`config.mk`:
```
export PLATFORM = sky130hd
export DESIGN_NAME = alu_rr_arbiter
export DESIGN_NICKNAME = d
export VERILOG_FILES = /design/src/rtl/alu_rr_arbiter_pkg.sv /design/src/rtl/alu_rr_arbiter_alu_core.sv /design/src/rtl/alu_rr_arbiter.sv
export SDC_FILE = /design/constraint.sdc
export NUM_CORES = 1
export LEC_CHECK = 0
export CAP_MARGIN = 25
export CORE_UTILIZATION = 30
export CTS_BUF_LIST = sky130_fd_sc_hd__clkbuf_4 sky130_fd_sc_hd__clkbuf_8
export CTS_CLUSTER_DIAMETER = 100
export CTS_CLUSTER_SIZE = 16
export DETAILED_ROUTE_END_ITERATION = 7
export PLACE_DENSITY = 0.56
export SETUP_SLACK_MARGIN = 0.1
export SKIP_CTS_REPAIR_TIMING = 1
export SYNTH_ARGS = -nofsm -noshare
export SYNTH_HDL_FRONTEND = slang
export SYNTH_HIERARCHICAL = 1
export SYNTH_SLANG_ARGS = --single-unit
export TNS_END_PERCENT = 1
```
`constraint.sdc`:
```
create_clock -name clk -period 7.6 [get_ports clk]
set_clock_uncertainty 0.15 [all_clocks]
set_input_delay 2.28 -clock clk [delete_from_list [all_inputs] [get_ports clk]]
set_output_delay 2.28 -clock clk [all_outputs]
set_load 0.02 [all_outputs]
```
`src/rtl/alu_rr_arbiter_pkg.sv`:
```
// Shared definitions for the round-robin ALU arbiter: op codes, default width, FSM states.
package alu_rr_arbiter_pkg;

   localparam int ALU_W = 6;

   typedef enum logic [3:0] {
      OP_AND = 4'b0000,
      OP_OR  = 4'b0001,
      OP_ADD = 4'b0010,
      OP_SLL = 4'b0011,
      OP_XOR = 4'b0100,
      OP_SRL = 4'b0101,
      OP_SUB = 4'b0110,
      OP_SRA = 4'b0111,
      OP_SLT = 4'b1000
   } alu_op_e;

   typedef enum logic {
      RSP_EMPTY = 1'b0,
      RSP_FULL  = 1'b1
   } rsp_state_e;

endpackage

```
`src/rtl/alu_rr_arbiter_alu_core.sv`:
```
// Combinational ALU shared by both requesters; undefined op codes flag illegal and yield 0.
module alu_core
   import alu_rr_arbiter_pkg::*;
#(
   parameter int WIDTH = ALU_W
) (
   input  logic [3:0]       op_i,
   input  logic [WIDTH-1:0] a_i,
   input  logic [WIDTH-1:0] b_i,
   output logic [WIDTH-1:0] out_o,
   output logic             carry_o,
   output logic             zero_o,
   output logic             illegal_o
);

   localparam int SHW = $clog2(WIDTH);

   logic [SHW-1:0] sh;
   logic           sh_big;
   logic [WIDTH:0] sum;
   logic [WIDTH:0] dif;

   assign sh     = b_i[SHW-1:0];
   assign sh_big = int'(sh) >= WIDTH;
   assign sum    = {1'b0, a_i} + {1'b0, b_i};
   assign dif    = {1'b0, a_i} - {1'b0, b_i};

   // Op decode; shifts past the operand width saturate to 0 (logical) or sign fill (arithmetic)
   always_comb begin
      out_o     = '0;
      carry_o   = 1'b0;
      illegal_o = 1'b0;
      case (op_i)
         OP_AND: out_o = a_i & b_i;
         OP_OR:  out_o = a_i | b_i;
         OP_XOR: out_o = a_i ^ b_i;
         OP_ADD: begin
            out_o   = sum[WIDTH-1:0];
            carry_o = sum[WIDTH];
         end
         OP_SUB: begin
            out_o   = dif[WIDTH-1:0];
            carry_o = dif[WIDTH];
         end
         OP_SLL: out_o = sh_big ? '0 : (a_i << sh);
         OP_SRL: out_o = sh_big ? '0 : (a_i >> sh);
         OP_SRA: out_o = sh_big ? {WIDTH{a_i[WIDTH-1]}} : WIDTH'($signed(a_i) >>> sh);
         OP_SLT: out_o = {{(WIDTH-1){1'b0}}, $signed(a_i) < $signed(b_i)};
         default: illegal_o = 1'b1;
      endcase
   end

   assign zero_o = (out_o == '0);

endmodule

```
`src/rtl/alu_rr_arbiter.sv`:
```
// Two-port round-robin front end to one shared ALU with a single-entry tagged response buffer.
module alu_rr_arbiter
   import alu_rr_arbiter_pkg::*;
#(
   parameter int WIDTH = ALU_W
) (
   input  logic             clk,
   input  logic             rst,
   input  logic             req0_valid,
   output logic             req0_ready,
   input  logic [3:0]       req0_op,
   input  logic [WIDTH-1:0] req0_a,
   input  logic [WIDTH-1:0] req0_b,
   input  logic             req1_valid,
   output logic             req1_ready,
   input  logic [3:0]       req1_op,
   input  logic [WIDTH-1:0] req1_a,
   input  logic [WIDTH-1:0] req1_b,
   output logic             rsp_valid,
   input  logic             rsp_ready,
   output logic             rsp_id,
   output logic [WIDTH-1:0] rsp_out,
   output logic             rsp_carry,
   output logic             rsp_zero,
   output logic             rsp_illegal
);

   rsp_state_e       state_q, state_d;
   logic             last_grant_q;
   logic             id_q;
   logic [WIDTH-1:0] out_q;
   logic             carry_q, zero_q, illegal_q;

   logic             gnt_vld, gnt_id, can_accept, accept;
   logic [3:0]       sel_op;
   logic [WIDTH-1:0] sel_a, sel_b, alu_out;
   logic             alu_carry, alu_zero, alu_illegal;

   // Grant: a lone requester wins; on a tie the port not granted last time wins
   assign gnt_vld    = req0_valid | req1_valid;
   assign gnt_id     = (req0_valid & req1_valid) ? ~last_grant_q : req1_valid;
   assign can_accept = (state_q == RSP_EMPTY) | rsp_ready;
   assign accept     = gnt_vld & can_accept & ~rst;
   assign req0_ready = can_accept & ~rst & gnt_vld & ~gnt_id;
   assign req1_ready = can_accept & ~rst & gnt_vld & gnt_id;

   assign sel_op = gnt_id ? req1_op : req0_op;
   assign sel_a  = gnt_id ? req1_a  : req0_a;
   assign sel_b  = gnt_id ? req1_b  : req0_b;

   alu_core #(.WIDTH(WIDTH)) u_alu (
      .op_i      (sel_op),
      .a_i       (sel_a),
      .b_i       (sel_b),
      .out_o     (alu_out),
      .carry_o   (alu_carry),
      .zero_o    (alu_zero),
      .illegal_o (alu_illegal)
   );

   // Buffer occupancy: fill on accept, drain on take unless refilled in the same cycle
   always_comb begin
      state_d = state_q;
      case (state_q)
         RSP_EMPTY: if (accept) state_d = RSP_FULL;
         RSP_FULL:  if (rsp_ready && !accept) state_d = RSP_EMPTY;
         default:   state_d = RSP_EMPTY;
      endcase
   end

   // State, round-robin pointer and response payload registers
   always_ff @(posedge clk) begin
      if (rst) begin
         state_q      <= RSP_EMPTY;
         last_grant_q <= 1'b1;
         id_q         <= 1'b0;
         out_q        <= '0;
         carry_q      <= 1'b0;
         zero_q       <= 1'b0;
         illegal_q    <= 1'b0;
      end else begin
         state_q <= state_d;
         if (accept) begin
            last_grant_q <= gnt_id;
            id_q         <= gnt_id;
            out_q        <= alu_out;
            carry_q      <= alu_carry;
            zero_q       <= alu_zero;
            illegal_q    <= alu_illegal;
         end
      end
   end

   assign rsp_valid   = (state_q == RSP_FULL);
   assign rsp_id      = id_q;
   assign rsp_out     = out_q;
   assign rsp_carry   = carry_q;
   assign rsp_zero    = zero_q;
   assign rsp_illegal = illegal_q;

endmodule

```
After elaboration in Yosys (flattened, before gate mapping)
Index checks and enable logic that the tools add are counted.

Input bits: 37. Word-level logic and storage cells: 56. Flip-flop bits (word level): 12. Output and inout port bits: 13.

$lt $le $gt $ge: 2. Shifts and indexed selects: 3. $add $sub $neg: 2. Mux-type cells: 13. Equality and inequality tests: 8. Reduce and logical (&&, ||, !) cells: 5. Bitwise operators: 16.

Operators by type and width (number): 6-bit case mux with 9 select lines (1); 6-bit 2-to-1 mux (5); 4-bit by 3-bit equality test with 1-bit output, second input constant (4); 9-bit OR reduction (1); 4-bit by 2-bit equality test with 1-bit output, second input constant (2); 6-bit by 6-bit adder with 7-bit output (1); 1-bit AND (7); 6-bit by 6-bit subtractor with 7-bit output (1); 6-bit AND (1); 6-bit zero test (1); 6-bit < comparator (1); 6-bit OR (1); 6-bit by 3-bit left shift with 6-bit output (1); 6-bit by 3-bit >> shifter with 6-bit output (1); 6-bit by 3-bit >>> shifter with 6-bit output (1); 6-bit bitwise XOR (1); 4-bit by 1-bit equality test with 1-bit output, second input constant (1); 4-bit equality test, second input constant (1); 4-bit zero test (1); 1-bit 2-to-1 mux (4); 4-bit 2-to-1 mux (1); 1-bit inverter (4); 1-bit case mux with 2 select lines (2); 3-bit >= comparator, second input constant (1); 3 further kinds (4).

Logic depth before layout (Yosys ltp)
Depth in word-level cells: 8. Gate-level depth with buffers: 15. Gate-level depth less buffers: 13.

Modules after synthesis
Netlist, hierarchy kept.

Modules (own cells, without submodules): alu_core (instances 1, area each 1351.3 um^2, cells an instance 194, sequential area each 0.0 um^2); alu_rr_arbiter (instances 1, area each 724.4 um^2, cells an instance 75, sequential area each 240.2 um^2).

Worst setup path before layout
No wires, ideal clock.

Path kind: input to output. From: input port req1_valid. To: output port req1_ready. Arrival: 3.080 ns. Data required time: 5.170 ns. Buffers on the path: 1. Stages on the path: 4. Slack: 2.090 ns. Path through: a21boi_4 buf_8 nand3b_4 nor2_1.

Cells in the longest elaborated chain, start to end: 3. Elaborated cells on any way between the ends: 5. Classes of those cells: mux: 1; bitwise: 4.

RTL lines: from (decl) (line alu_rr_arbiter.sv:14) `input logic req1_valid,`; 1-bit OR / 1-bit AND (equally long branches) (line alu_rr_arbiter.sv:40, alu_rr_arbiter.sv:41); 1-bit AND / 1-bit 2-to-1 mux (equally long branches) (line alu_rr_arbiter.sv:45, alu_rr_arbiter.sv:41); 1-bit AND * (line alu_rr_arbiter.sv:45) `assign req1_ready = can_accept & ~rst & gnt_vld & gnt_id;`; to (decl) (line alu_rr_arbiter.sv:15) `output logic req1_ready,`.

Every way passes the cells marked *; elsewhere a longest branch is shown, timed or not.

Worst setup path in the final report
From: input port rst. To: output port req0_ready.

Cells in the longest elaborated chain, start to end: 4.

RTL lines: from (decl) (line alu_rr_arbiter.sv:8) `input logic rst,`; 1-bit inverter (line alu_rr_arbiter.sv:44) `assign req0_ready = can_accept & ~rst & gnt_vld & ~gnt_id;`; 1-bit AND (3 in series) (line alu_rr_arbiter.sv:44); to (decl) (line alu_rr_arbiter.sv:10) `output logic req0_ready,`.

No other way between the ends.

==> summary.md <==
| Metric | Value |
|---|---|
| Highest attainable clock frequency | approximately 160 MHz |
| Final core utilization | 0.4015 |
| Overall die height | about 85 um |
| Initial Util | 0.3178 |
| Detailed Route WL | 5741 um |
| Syn Area/Cell | 7.717 um2 |
| CTS Buf Count | 3 |
| Pre-Repair DR Iteration Count | 4 |
| Sequential cell area | between 200 and 250 um2 |
| Worst rel slew slack | 0.5417 |
| Total power after layout | between 0.3 and 0.4 mW |
| Category of the worst setup path launch point | input port |
| Port Buf Inserts | 49 |
| Number of ports placed on the die boundary | 50 |
| Class of the tightest hold or removal check | reg2reg |
| Clock Tree Root | clkbuf_8 |
| Overall overflow remaining after global route | 0 |
| Residual DRC | 0 |
| Die outline width | roughly 85 um |
| Part of the total power dissipated in combinational logic | 0.585 |
| LEAKAGE | around 1.0 nW |
| Placed Cells incl. Taps | roughly 380 |
| RePlAce Congestion | just over 0.8 |
| Endpoint arrival time on the critical path | roughly 4 ns |
| Primary FF master, synth | dfxtp_1 |
| Sequential share of power | 0.211 |
| Post-synthesis instance area | between 0.002 and 0.0025 mm2 |
| Worst reg2reg path startpoint | last_grant_q |
| Fill cells | roughly 700 |
| Final Cell Area | 0.002623 mm2 |
| CTS Sinks | 12 |
| Pin slew with the least headroom to its limit | 0.6860 ns |
| EDFF count, synth | 0 |
| Ordered list of cells on the worst path | clkdlybuf4s50_1 > nor4b_2 > clkdlybuf4s50_1 |
| Placement-stage worst setup slack | approximately 1.1 ns |
| WHS Path Cells | 2 |
| Initial antenna violation count | 0 |
| Largest area contributor in the synthesized netlist | dfxtp_1 |
| Status | complete, no violations |
| Unrepaired setup endpoints after global routing | false |
| Overall Global Routing Usage | 0.1588 |
| CTS tree | yes |
| Time the final worst path needs with I/O delays and setup | between 6 and 7 ns |
| Post-synth cell types | 58 |
| CP dominant cell by count | clkdlybuf4s50_1 |
| Post-Synthesis Cells | 269 |
| Biggest fanout along the worst timing path | 14 |
| Total area of multi-input combinational cells | around 0.0017 mm2 |
| Clock Power Share | 0.204 |
| Post-DRT Antenna Nets | 0 |
| Final critical-path share of the clock period | 0.8472 |
| Critical hold path startpoint | rsp_out[2] |
| Max-slew violation total from the final report | 0 |
| Post-synth top area share | 0.1157 |
| Final setup slack of the worst path | ~1.2 ns |
| Area overhead of the layout relative to synthesis | 26.34% |
| Level count of the clock H-tree | 1 |
| Leading cell types by total area after synthesis | dfxtp_1, ha_1, mux2_2 |
| Post-synthesis net count | between 300 and 400 |
| Number of hold violations in the final report | 0 |
| Via count of the first global-routing pass | roughly 1.9k |
| Endpoint with the worst hold slack | rsp_out[2] |
| Clock latency reported for the late side of the worst-skew pair | between 0.2 and 0.25 ns |
| Nature of the critical path endpoint | output pin |
| Category of the critical setup timing path | in2out |
| Iter 0 DRT Violations | approximately 160 |
| R2r endpoint | rsp_zero |
| Vias per cell | roughly 5.4 |
| Crit path max-delay cell type | clkdlybuf4s50_1 |
| CORE AREA | approximately 0.0065 mm2 |
| Summed negative setup slack over all endpoints | 0 ns |
| Number of diodes | 0 |
| Die area | about 0.0073 mm2 |
| Count of cells along the worst register-to-register path | 12 |
| Largest net degree at the start of global routing | 23 |
| Non-filler cells in the finished layout | around 380 |
| Synthesis Warnings | 6 |
| Data required time at the worst endpoint | 5.17 ns |
| Largest stage delay, worst path | roughly 0.66 ns |
| Final-report setup violation count | 0 |
| Area after detailed placement | 0.002567 mm2 |
| Post-synthesis sequential element count | 12 |
| Worst hold slack after final layout | approximately 0.33 ns |
| Switching power of the nets | 0.1343 mW |
| Share of flip-flops with an asynchronous set or reset | 0 |
| Core Rows | 29 |
| Wire length of the first global-routing pass | 9390 um |
| Count of vias placed by the detailed router | ~2.1k |
| Routed wire per std cell | 15.07 um |
| Switching share of power | 0.3964 |
| Max rail drop VDD | 0.00006921 V |
| Number of nets at the end of the flow | approximately 360 |
| Layout cells sized above 1 | 0.1086 |
| Power density of the placed cells | ~130 mW/mm2 |
| CTS clock-pin slew for the worst setup and hold paths | 0.05 ns |
| Max-cap viol count | 0 |
| HPWL after detailed placement | approximately 4400 um |
| Sequential fraction of the synthesis area | 0.1157 |
| Reg-to-reg slack, setup | approximately 4 ns |
| Max clock buf depth | 2 |
| Power Internal | just over 0.2 mW |
## placed cells by master (no fill, tap or decap), types with 4 or more instances in the layout
master	instances
a21oi_1	26
o211ai_1	5
inv_1	19
clkbuf_8	4
mux2i_1	5
nor3_1	5
dfxtp_1	12
ha_1	19
xnor2_1	5
mux2_2	19
nor2b_1	5
nand4_1	4
clkdlybuf4s50_1	49
nand2b_1	7
nand2_1	14
nand3b_1	11
a22oi_1	4
nor2_1	21
o21ai_0	17
## worst max-delay path by stage
stage,start,endpoint,slack [ns],cells after the start
floorplan,req1_valid,req1_ready,2.09,4
global placement,rsp_ready,req1_ready,1.17,5
detailed placement,rst,req0_ready,1.15,3
CTS,rst,req0_ready,1.15,3
global route,rsp_ready,req1_ready,1.08,5
finish,rst,req0_ready,1.16,3
## sequential cells by signal (all words and copies together), names as in the netlist
name	flops
rsp_out	6
last_grant_q	1
rsp_carry	1
rsp_id	1
rsp_illegal	1
rsp_valid	1
rsp_zero	1
## metal layers
layer / GRT usage / wire (um) / vias up
met1: 0.2324 / 2833 / 939
met4: 0.02311 / 30 / 0
met5: 0 / 0 / -
met3: 0.01654 / 305 / 4
li1: - / - / 1048
met2: 0.2559 / 2571 / 72
## cells in the mapped netlist, types with 3 or more instances
master and number:
mux2_2 19, a211oi_1 3, a21oi_1 26, inv_1 19
xnor2_1 5, nand3_1 3, a22oi_1 4, nand4_1 4
clkbuf_1 5, nor3_1 5, buf_2 8, o21ai_0 17
dfxtp_1 12, nor2_1 21, a211o_1 3, nor2b_1 5
nand2_1 14, a21o_1 3, ha_1 19, mux2i_1 5
a31oi_1 3, o211ai_1 5, nand3b_1 11, nand2b_1 7
## power groups by stage
stage / Combinational (mW) / Clock, mW / Sequential [mW]
2_1_floorplan: 0.134 / 0 / 0.0785
3_5_place_dp: 0.197 / 0 / 0.0728
5_1_grt: 0.218 / 0.0740 / 0.0720
3_3_place_gp: 0.198 / 0 / 0.0729
4_1_cts: 0.198 / 0.0702 / 0.0716
6_report: 0.198 / 0.0691 / 0.0716
## layout make-up
| class | instances | area share |
|---|---|---|
| clock buffers | 4 | 0.02099 |
| inverters | 19 | 0.02719 |
| multi-input cells | 218 | 0.6307 |
| flip-flops and latches | 12 | 0.09160 |
| well taps | 77 | 0.03674 |
| repair buffers | 51 | 0.1927 |
## cell families (layout without fill, tap and decap cells)
kind of cell / Yosys count / count (layout) / share of synthesized area
adders and majority gates: 21 / 21 / 0.1338
xor gates and xnor gates: 5 / 5 / 0.02110
and+or+nand+nor: 85 / 85 / 0.2399
AOI/OAI and AO/OA: 81 / 81 / 0.2532
DFF: 12 / 12 / 0.1157
buffers and inverters: 39 / 74 / 0.08740
muxes: 26 / 26 / 0.1489
## worst max-delay path, delay by kind of cell
kind                   cells  cell delay [ns]
buffers and inverters      2             1.31
and+or+nand+nor            1             0.42
(Power assumes the default switching activity.)
